**src/rtl/spi_defs.sv**
```systemverilog
// Shared definitions for the SPI initiator: FSM state encodings and
// the electrical levels of the SPI mode used on the link.
package spi_defs;

  typedef enum logic [1:0] {
    IDLE  = 2'd0,
    LOW   = 2'd1,
    HIGH  = 2'd2,
    TRAIL = 2'd3
  } state_t;

  localparam logic CS_ACTIVE = 1'b0;
  localparam logic SCLK_IDLE = 1'b0;

endpackage

```
**src/rtl/spi_phase_timer.sv**
```systemverilog
// Phase timer: counts clk cycles within one SCLK half-period (or the CS hold
// phase) and flags the last cycle of that phase.
module spi_phase_timer #(
  parameter int clkDiv = 4
) (
  input  logic clk,
  input  logic reset,
  input  logic clear,
  output logic phaseEnd
);

  localparam int cw = $clog2(clkDiv + 1);
  localparam logic [cw-1:0] last_count = cw'(clkDiv - 1);

  logic [cw-1:0] count;

  always_ff @(posedge clk or posedge reset) begin
    if (reset) begin
      count <= '0;
    end else if (clear) begin
      count <= '0;
    end else begin
      count <= count + cw'(1);
    end
  end

  assign phaseEnd = (count == last_count);

endmodule

```
**src/rtl/spi_master.sv**
```systemverilog
// SPI initiator: shifts a word out MSB-first on MOSI while capturing MISO,
// with SCLK idling low and an active-low chip select held for a trailing phase.
module spi_master
  import spi_defs::*;
#(
  parameter int width  = 8,
  parameter int clkDiv = 4
) (
  input  logic             clk,
  input  logic             reset,
  input  logic             start,
  input  logic [width-1:0] txData,
  input  logic             miso,
  output logic             sclk,
  output logic             cs,
  output logic             mosi,
  output logic [width-1:0] rxData,
  output logic             busy,
  output logic             done
);

  localparam int bw = $clog2(width);
  localparam logic [bw-1:0] last_bit = bw'(width - 1);

  state_t           state, state_nx;
  logic [width-1:0] shreg, shreg_nx;
  logic [bw-1:0]    bitcnt, bitcnt_nx;
  logic             sclk_nx, cs_nx, mosi_nx, busy_nx, done_nx;
  logic [width-1:0] rx_nx;
  logic             phase_end;
  logic             timer_clear;

  // The phase counter restarts whenever a phase ends and is parked while idle.
  assign timer_clear = (state == IDLE) | phase_end;

  spi_phase_timer #(.clkDiv(clkDiv)) u_timer (
    .clk      (clk),
    .reset    (reset),
    .clear    (timer_clear),
    .phaseEnd (phase_end)
  );

  always_ff @(posedge clk or posedge reset) begin
    if (reset) begin
      state  <= IDLE;
      shreg  <= '0;
      bitcnt <= '0;
      sclk   <= SCLK_IDLE;
      cs     <= ~CS_ACTIVE;
      mosi   <= 1'b0;
      rxData <= '0;
      busy   <= 1'b0;
      done   <= 1'b0;
    end else begin
      state  <= state_nx;
      shreg  <= shreg_nx;
      bitcnt <= bitcnt_nx;
      sclk   <= sclk_nx;
      cs     <= cs_nx;
      mosi   <= mosi_nx;
      rxData <= rx_nx;
      busy   <= busy_nx;
      done   <= done_nx;
    end
  end

  // One shift register serves both directions: MOSI leaves from the MSB while
  // MISO enters at the LSB on each SCLK rise; MOSI only updates after a fall.
  always_comb begin
    state_nx  = state;
    shreg_nx  = shreg;
    bitcnt_nx = bitcnt;
    sclk_nx   = sclk;
    cs_nx     = cs;
    mosi_nx   = mosi;
    rx_nx     = rxData;
    busy_nx   = busy;
    done_nx   = 1'b0;
    case (state)
      IDLE: begin
        sclk_nx = SCLK_IDLE;
        if (start) begin
          shreg_nx  = txData;
          mosi_nx   = txData[width-1];
          cs_nx     = CS_ACTIVE;
          busy_nx   = 1'b1;
          bitcnt_nx = '0;
          state_nx  = LOW;
        end else begin
          cs_nx   = ~CS_ACTIVE;
          busy_nx = 1'b0;
        end
      end
      LOW: begin
        if (phase_end) begin
          sclk_nx  = ~SCLK_IDLE;
          shreg_nx = {shreg[width-2:0], miso};
          state_nx = HIGH;
        end else begin
          sclk_nx = SCLK_IDLE;
        end
      end
      HIGH: begin
        if (phase_end) begin
          sclk_nx = SCLK_IDLE;
          if (bitcnt < last_bit) begin
            bitcnt_nx = bitcnt + bw'(1);
            mosi_nx   = shreg[width-1];
            state_nx  = LOW;
          end else begin
            state_nx = TRAIL;
          end
        end else begin
          sclk_nx = ~SCLK_IDLE;
        end
      end
      TRAIL: begin
        if (phase_end) begin
          cs_nx    = ~CS_ACTIVE;
          busy_nx  = 1'b0;
          rx_nx    = shreg;
          done_nx  = 1'b1;
          mosi_nx  = 1'b0;
          state_nx = IDLE;
        end else begin
          cs_nx = CS_ACTIVE;
        end
      end
      default: begin
        state_nx = IDLE;
      end
    endcase
  end

endmodule
```
**config.mk**
```make
export PLATFORM = sky130hd
export DESIGN_NAME = spi_master
export DESIGN_NICKNAME = d
export VERILOG_FILES = /design/src/rtl/spi_defs.sv /design/src/rtl/spi_phase_timer.sv /design/src/rtl/spi_master.sv
export SDC_FILE = /design/constraint.sdc
export NUM_CORES = 1
export LEC_CHECK = 0
export ABC_CLOCK_PERIOD_IN_PS = 4600
export CORE_MARGIN = 4
export CORE_UTILIZATION = 66
export DETAILED_ROUTE_END_ITERATION = 8
export DONT_BUFFER_PORTS = 1
export GPL_TIMING_DRIVEN = 0
export PLACE_DENSITY = 0.93
export SETUP_SLACK_MARGIN = 0.4
export SYNTH_ARGS = -nofsm -noshare
export SYNTH_HDL_FRONTEND = slang
export SYNTH_HIERARCHICAL = 1
export SYNTH_SLANG_ARGS = --single-unit
```
**constraint.sdc**
```tcl
create_clock -name clk -period 4.6 [get_ports clk]
set_clock_uncertainty 0.2 [all_clocks]
set_input_delay 0.92 -clock clk [delete_from_list [all_inputs] [get_ports clk]]
set_output_delay 0.92 -clock clk [all_outputs]
set_load 0.05 [all_outputs]
```
==> results of run 1 <==
[metal layers]
metal	track usage [%]	wire length (um)
met1	24.7	1060
met4	8.68	71
met5	0	0
met2	32.9	1420
met3	7.23	218
[kinds of logic after synthesis]
group	after synthesis	synth area share, %
AOI/OAI and AO/OA	18	8.31
adders and majority gates	9	7.63
and+or+nand+nor	26	10.7
buffers and inverters	12	3.65
muxes	27	20.4
DFF	29	49.3
[through the flow]
step	instance area (sq um)	std cells	hold WS [ns]	util (%)
after floorplan	1480	121	0.203	-
after global placement	1510	148	0.215	73.9
after detailed placement	1510	148	0.232	73.9
after CTS	1590	156	0.126	78.1
after global routing	1590	156	0.118	78.1
final	1590	156	0.134	78.1
[worst max path at each step]
stage / slack [ns] / cells after the start / endpoint
finish: 2.46 / 0 / cs
global route: 2.43 / 0 / cs
CTS: 2.44 / 0 / cs
detailed placement: 2.54 / 3 / shreg[7]$_DFFE_PP0P_
global placement: 2.55 / 3 / shreg[3]$_DFFE_PP0P_
floorplan: 2.63 / 3 / shreg[0]$_DFFE_PP0P_
[synthesized netlist by cell type, drive strengths merged, types with 2 or more instances]
master / instances
a21oi: 2
and2b: 2
buf: 3
dfrtp: 28
ha: 9
inv: 9
mux2: 25
mux2i: 2
nand2: 4
nand2b: 3
nor2: 7
nor2b: 3
o21ai: 6
o31ai: 2
[area by class of cell]
class                   count  area, sq um
multi-input cells          80          694
clock inverters             1         30.0
well taps                  27         33.8
fillers                   130          448
flip-flops and latches     29          727
plain buffers               3         20.0
clock buffers               7         55.1
inverters                   9         33.8
[sequential cells by signal, summed over array words and instances (netlist names)]
name	cells
rxData	8
busy	1
cs	1
mosi	1
bitcnt	3
done	1
u_timer/count	3
sclk	1
shreg	8
state	2
[cells in the final DEF (no fill, tap or decap), types with 2 or more instances in the layout]
master | Yosys | layout
dfrtp_1 | 28 | 28
mux2_2 | 25 | 25
inv_1 | 9 | 9
ha_1 | 9 | 9
nor2_1 | 6 | 6
o21ai_0 | 6 | 6
clkbuf_4 | 0 | 5
nand2_1 | 3 | 3
nor2b_1 | 3 | 3
buf_4 | 2 | 2
and2b_4 | 2 | 2
mux2i_1 | 2 | 2
nand2b_1 | 2 | 2
a21oi_1 | 2 | 2
o31ai_1 | 2 | 2
==> results.tsv, run 1 <==
metric	value	unit
outcome	finished clean	
yosysUniqueCellTypes	34	
diodes	0	
clock_tree.buffer_depth	2	
core	0.00204	sq mm
drive_above_1_share	32.6	%
drt_wl_total	2770	um
num_rows	16	
tritoncts	built	
dr.pass1.iters	6	
cts_sinks	29	
clkSlewWorstSetupHoldPaths	0.08	ns
reg2reg_slack	2.51	ns
synth_area_leaders	dfrtp_1, mux2_2, ha_1	
fp.dieW	55.3	um
min_period_over_period	46.5	%
cts_root_buf	clkbuf_4	
seq_area_frac_synth	49.3	%
vias	986	
grt_pass1_vias	1047	
setup_tns	0	ns
cts-hold-fix-buffers	0	
period_needed	2.14	ns
cts.repair.resized	0	
synth_nets	142	
crit_start	cs$_DFFE_PP1P_	
dp_hpwl	1910	um
finalMaxSlewViolations	0	
io_pins	25	
rsz0062_at_grt	false	
async_flop_share	100	%
synthCells	121	
grt_pass1_wl	4850	um
ant_nets	0	
yosys_warnings	6	
synth_top_area_share	47.5	%
fp.dieArea	0.00306	sq mm
io_buffers	0	
start_util	72.2	%
relSlewSlack	34.7	%
area_growth	8.06	%
gp_congestion	0.733	
grtUsageTotal	20.4	%
hold_viol	0	
worst-slew-pin-transition	0.979	ns
synth_top_area_cell	dfrtp_1	
r2r-end	shreg[1]$_DFFE_PP0P_	
clock_latency	0.33	ns
place_ws	2.54	ns
syn-cell-area	0.00148	sq mm
ys.flop_type	dfrtp_1	
fin_nets	149	
synth-edff-count	0	
viasPerCell	6.32	
cp-start-kind	register	
reg2reg_depth	5	
ys_ff_latch	29	
setup_viol	0	
cts_setup_buffers	0	
timing.final.ws_setup	2.46	ns
grt_max_degree	27	
overflow	0	
avgSynthCellArea	12.2	sq um
drc	0	
drt_iter0_drc	29	
worstSetupPathType	register to primary output	
critPathArrivalTime	1.02	ns
hold_path.class	input port to asynchronous set/reset pin	
die_h	55.3	um
required	3.48	ns
antenna_found_initial	0	
crit-reg2reg-launch	state[0]$_DFFE_PP0P_	
routedWlPerCell	17.7	um
cts-buffers-inserted	5	
crit_path_max_fanout	2	
max_clock_freq	467	MHz
maxCapViolations	0	
htreeDepth	2	
endpoint_kind	primary output	
Power of run 1 is not shown: default switching activity piles up to over one toggle a cycle in this logic, so the estimate is an artifact.
==> inputs of run 2 (changes only) <==
- ABC_CLOCK_PERIOD_IN_PS: 4600 -> 1910
- CORE_UTILIZATION: 66 -> 55
- PLACE_DENSITY: 0.93 -> 0.84
- clock period: 4.6 -> 1.91 ns (I/O delays scaled with it)
==> results.tsv, run 2 (synthesized netlist as in run 1, its figures left out) <==
metric	value	unit
outcome	finished clean	
num_rows	18	
finalMaxSlewViolations	0	
relSlewSlack	61.9	%
vias	1112	
period_needed	1.82	ns
io_pins	25	
htreeDepth	2	
core	0.00252	sq mm
overflow	0	
routedWlPerCell	21.4	um
powerDensity	2110	mW/mm^2
power_frac_seq	35.8	%
placed_area	0.00161	sq mm
viasPerCell	6.08	
layout_common_cells	dfrtp_1, buf_4, mux2_2, dfrtp_2, mux2_4	
grt_pass1_vias	1115	
antenna_found_initial	0	
power.switching	1.91	mW
fill_cells	110	
dp_hpwl	2090	um
endpoint_kind	register	
max_clock_freq	549	MHz
fp.dieArea	0.00357	sq mm
tritoncts	built	
hold_path.class	input port to register	
diodes	0	
worst-slew-pin-transition	0.571	ns
setup_viol	0	
ir_drop	1.48	mV
fin_nets	173	
clkSlewWorstSetupHoldPaths	0.09	ns
largestRegisters	rxData x8, shreg x8	
rsz0062_at_grt	true	
pwr-share-comb	52.2	%
crit_path_max_fanout	8	
dr.pass1.iters	4	
drc	0	
final_cell_area	0.00212	sq mm
whs	0.0227	ns
cts_sinks	29	
drt_wl_total	3920	um
io_buffers	0	
critPathArrivalTime	1.85	ns
worstSetupPathType	register to register	
maxCapViolations	0	
leakagePower	0.917	nW
p_clk_share	12.0	%
total_power	4.47	mW
drt_iter0_drc	28	
clock_latency	0.34	ns
grtUsageTotal	23.2	%
final_common_cell	dfrtp_1	
final_util	84.2	%
fp.dieW	59.8	um
p_int	2.56	mW
die_h	59.8	um
clock_tree.buffer_depth	2	
cp-start-kind	register	
cts_root_buf	clkbuf_4	
swShare	42.7	%
ant_nets	0	
multiInputGateArea	940	sq um
grt_max_degree	27	
grt_pass1_wl	5820	um
cts-buffers-inserted	5	
gp_congestion	0.793	
start_util	58.5	%
required	1.94	ns
seqCellArea	742	sq um
hold_viol	0	
area_growth	43.9	%
drive_above_1_share	66.0	%
min_period_over_period	95.4	%
-- run 2: power by group through the flow --
| stage | Combinational [mW] | Clock, mW | Sequential (mW) |
|---|---|---|---|
| after floorplan | 1.19 | 0 | 1.52 |
| after global placement | 1.33 | 0 | 1.57 |
| after detailed placement | 1.40 | 0 | 1.59 |
| after CTS | 2.02 | 0.530 | 1.58 |
| after global routing | 2.48 | 0.566 | 1.64 |
| final | 2.33 | 0.539 | 1.60 |
-- run 2: final timing paths --
path                            slack (ns)                  from  depth (start not counted)                    endpoint
worst max-delay path                  0.09  state[0]$_DFFE_PP0P_                          6            mosi$_DFFE_PP0P_
worst min-delay path                  0.02                 start                          1            busy$_DFFE_PP0P_
worst max register to register        0.09  state[0]$_DFFE_PP0P_                          6            mosi$_DFFE_PP0P_
worst min register to register        0.34  shreg[1]$_DFFE_PP0P_                          1       rxData[1]$_DFFE_PP0P_
max in group asynchronous             0.76                 reset                          2            mosi$_DFFE_PP0P_
min in group asynchronous             0.21                 reset                          2  u_timer/count[1]$_DFF_PP0_
-- run 2: timing repair --
action / 4_1_cts / 5_1_grt
gates resized for setup: 36 / 16
cloned: 2 / 0
buffers inserted: 15 / 6
hold buffers: 1 / 0
pin swaps: 9 / 7
setup endpoints to repair: 40 / 59
endpoints found under the hold margin: 28 / 0
-- run 2: critical path: stages, from the launching register on --
cell       delay [ns]
dfrtp_1          0.43
inv_2            0.14
ha_4             0.16
buf_6            0.13
nand4_1          0.17
o2111ai_2        0.17
mux2_4           0.32
-- run 2: metal layers --
metal / routed length, um / GRT usage (%)
met5: 0 / 0
met4: 114 / 9.81
met3: 153 / 6.91
met2: 2030 / 39.2
met1: 1620 / 27.2
-- run 2: metrics by stage --
| step | setup TNS, ns | cells | setup slack, ns |
|---|---|---|---|
| 3_5_place_dp | -0.0271 | 151 | -0.0271 |
| 5_1_grt | 0 | 183 | 0.0239 |
| 4_1_cts | 0 | 177 | 0.136 |
| 3_3_place_gp | 0 | 151 | 0.0549 |
| 2_1_floorplan | 0 | 121 | 0.200 |
| 6_report | 0 | 183 | 0.0870 |
-- run 2: layout make-up --
type                       count  area share, %
clock buffer                   7           2.59
timing repair buffer          23           11.1
clock inverter                 1           1.41
buffer                         3           2.18
multi-input combinational     81           44.3
sequential                    29           34.9
tap                           30           1.77
inverter                       9           1.77
(Power assumes the default switching activity.)
==> inputs of run 3 (changes only) <==
--- a/config.mk
+++ b/config.mk
@@ -8,3 +8,2 @@
 export ABC_CLOCK_PERIOD_IN_PS = 1910
-export CORE_MARGIN = 4
 export CORE_UTILIZATION = 55
==> constraint.sdc (replaced) <==
create_clock -name clk -period 1.91 [get_ports clk]
set_clock_uncertainty 0.2 [all_clocks]
set_input_delay 0.2865 -clock clk [delete_from_list [all_inputs] [get_ports clk]]
set_output_delay 0.2865 -clock clk [all_outputs]
set_load 0.05 [all_outputs]
==> results.tsv, run 3 (synthesized netlist as in run 1, its figures left out) <==
metric	value	unit
outcome	finished clean	
drc	0	
stdcell_count	187	
cp_slowest_cell	dfrtp_2	
io_pins	25	
final_common_cell	dfrtp_1	
cp.buffers_inverters	2	
diodes	0	
drt_wl_total	4050	um
min_period_over_period	97.2	%
htreeDepth	2	
vias	1154	
placedCellCount	151	
path_cells	buf_6 > ha_4 > buf_8 > nor2_1 > nor4b_1 > o22a_1	
grt_pass1_vias	1082	
drive_above_1_share	63.7	%
leakagePower	0.944	nW
setup_viol	0	
largestRegisters	rxData x8, shreg x8	
area_growth	46.1	%
required	1.96	ns
tritoncts	built	
critPathArrivalTime	1.90	ns
core	0.00250	sq mm
cts-buffers-inserted	5	
clock_latency	0.35	ns
ant_nets	0	
relSlewSlack	61.4	%
die_h	53.8	um
io_buffers	0	
endpoint_kind	register	
routedWlPerCell	21.7	um
grt_max_degree	27	
layout_common_cells	dfrtp_1, mux2_4, buf_4, mux2_2	
worst-slew-pin-transition	0.578	ns
antenna_found_initial	0	
fp.dieArea	0.00289	sq mm
cp_top_family	flip-flops	
worstSetupPathType	register to register	
max_clock_freq	539	MHz
hold_path.class	input port to register	
cts_sinks	29	
total_power	4.51	mW
powerDensity	2090	mW/mm^2
start_util	59.0	%
grtUsageTotal	28.0	%
dp_hpwl	1900	um
fp.dieW	53.8	um
clkSlewWorstSetupHoldPaths	0.10	ns
cp-start-kind	register	
crit_path_max_fanout	8	
num_rows	18	
grt_pass1_wl	5410	um
viasPerCell	6.17	
drt_iter0_drc	61	
period_needed	1.86	ns
cts_root_buf	clkbuf_4	
ir_drop	1.79	mV
gp_congestion	0.785	
dr.pass1.iters	4	
rsz0062_at_grt	true	
overflow	0	
maxCapViolations	0	
slowest_delay	0.46	ns
clock_tree.buffer_depth	2	
fin_nets	177	
finalMaxSlewViolations	0	
hold_viol	0	
-- run 3: cell count changes in the layout (fill, tap and decap cells not counted), sizes merged --
cell	change
clkbuf	-2
buf	+2
clkinv	+2
bufinv	-1
clkinvlp	+1
dlygate4sd3	+2
-- run 3: report_power, final --
part | internal (mW) | switching, mW
sequential | 0.910 | 0.695
clock | 0.138 | 0.240
combinational | 1.45 | 1.08
-- run 3: worst paths after layout --
check / depth (start not counted) / slack (ns) / endpoint / startpoint
setup / recovery: 6 / 0.05 / bitcnt[2]$_DFFE_PP0P_ / state[1]$_DFFE_PP0P_
hold / removal: 2 / 0.01 / shreg[0]$_DFFE_PP0P_ / txData[0]
setup reg to reg: 6 / 0.05 / bitcnt[2]$_DFFE_PP0P_ / state[1]$_DFFE_PP0P_
hold reg to reg: 1 / 0.34 / rxData[3]$_DFFE_PP0P_ / shreg[3]$_DFFE_PP0P_
max in group asynchronous: 2 / 0.86 / rxData[2]$_DFFE_PP0P_ / reset
min in group asynchronous: 2 / 0.10 / u_timer/count[1]$_DFF_PP0_ / reset
-- run 3: layer usage --
layer  vias to the layer above  wire length (um)  global-route usage (%)
met1                       593              1770                    33.5
met3                         9               237                    7.63
met5                         -                 0                       0
li1                        504                 -                       -
met4                         0                61                    18.9
met2                        48              1990                    43.6
-- run 3: area by class of cell --
cell class | count | area [sq um]
Clock inverter | 3 | 17.5
Buffer | 3 | 46.3
Multi-Input combinational cell | 81 | 962
Inverter | 9 | 42.5
Tap cell | 30 | 37.5
Timing Repair Buffer | 27 | 278
Fill cell | 107 | 345
Sequential cell | 29 | 733
Clock buffer | 5 | 37.5
-- run 3: per-stage QoR --
step	util, %	setup slack [ns]	instance area, sq um	hold WS [ns]	TNS (ns)
2_1_floorplan	-	0.200	1570	-0.160	0
3_3_place_gp	64.2	0.0513	1610	-0.155	0
3_5_place_dp	64.2	-0.0166	1610	-0.148	-0.0306
4_1_cts	78.7	0.116	1970	0.00401	0
5_1_grt	86.2	0.0264	2150	-0.00523	0
6_report	86.2	0.0543	2150	0.0119	0
-- run 3: repair_timing --
action,4_1_cts,5_1_grt
endpoints found under the hold margin,30,1
gates cloned,2,0
hold buffers,2,1
buffers inserted,13,10
pin swaps,4,12
setup endpoints to repair,28,57
gates resized for setup,32,26
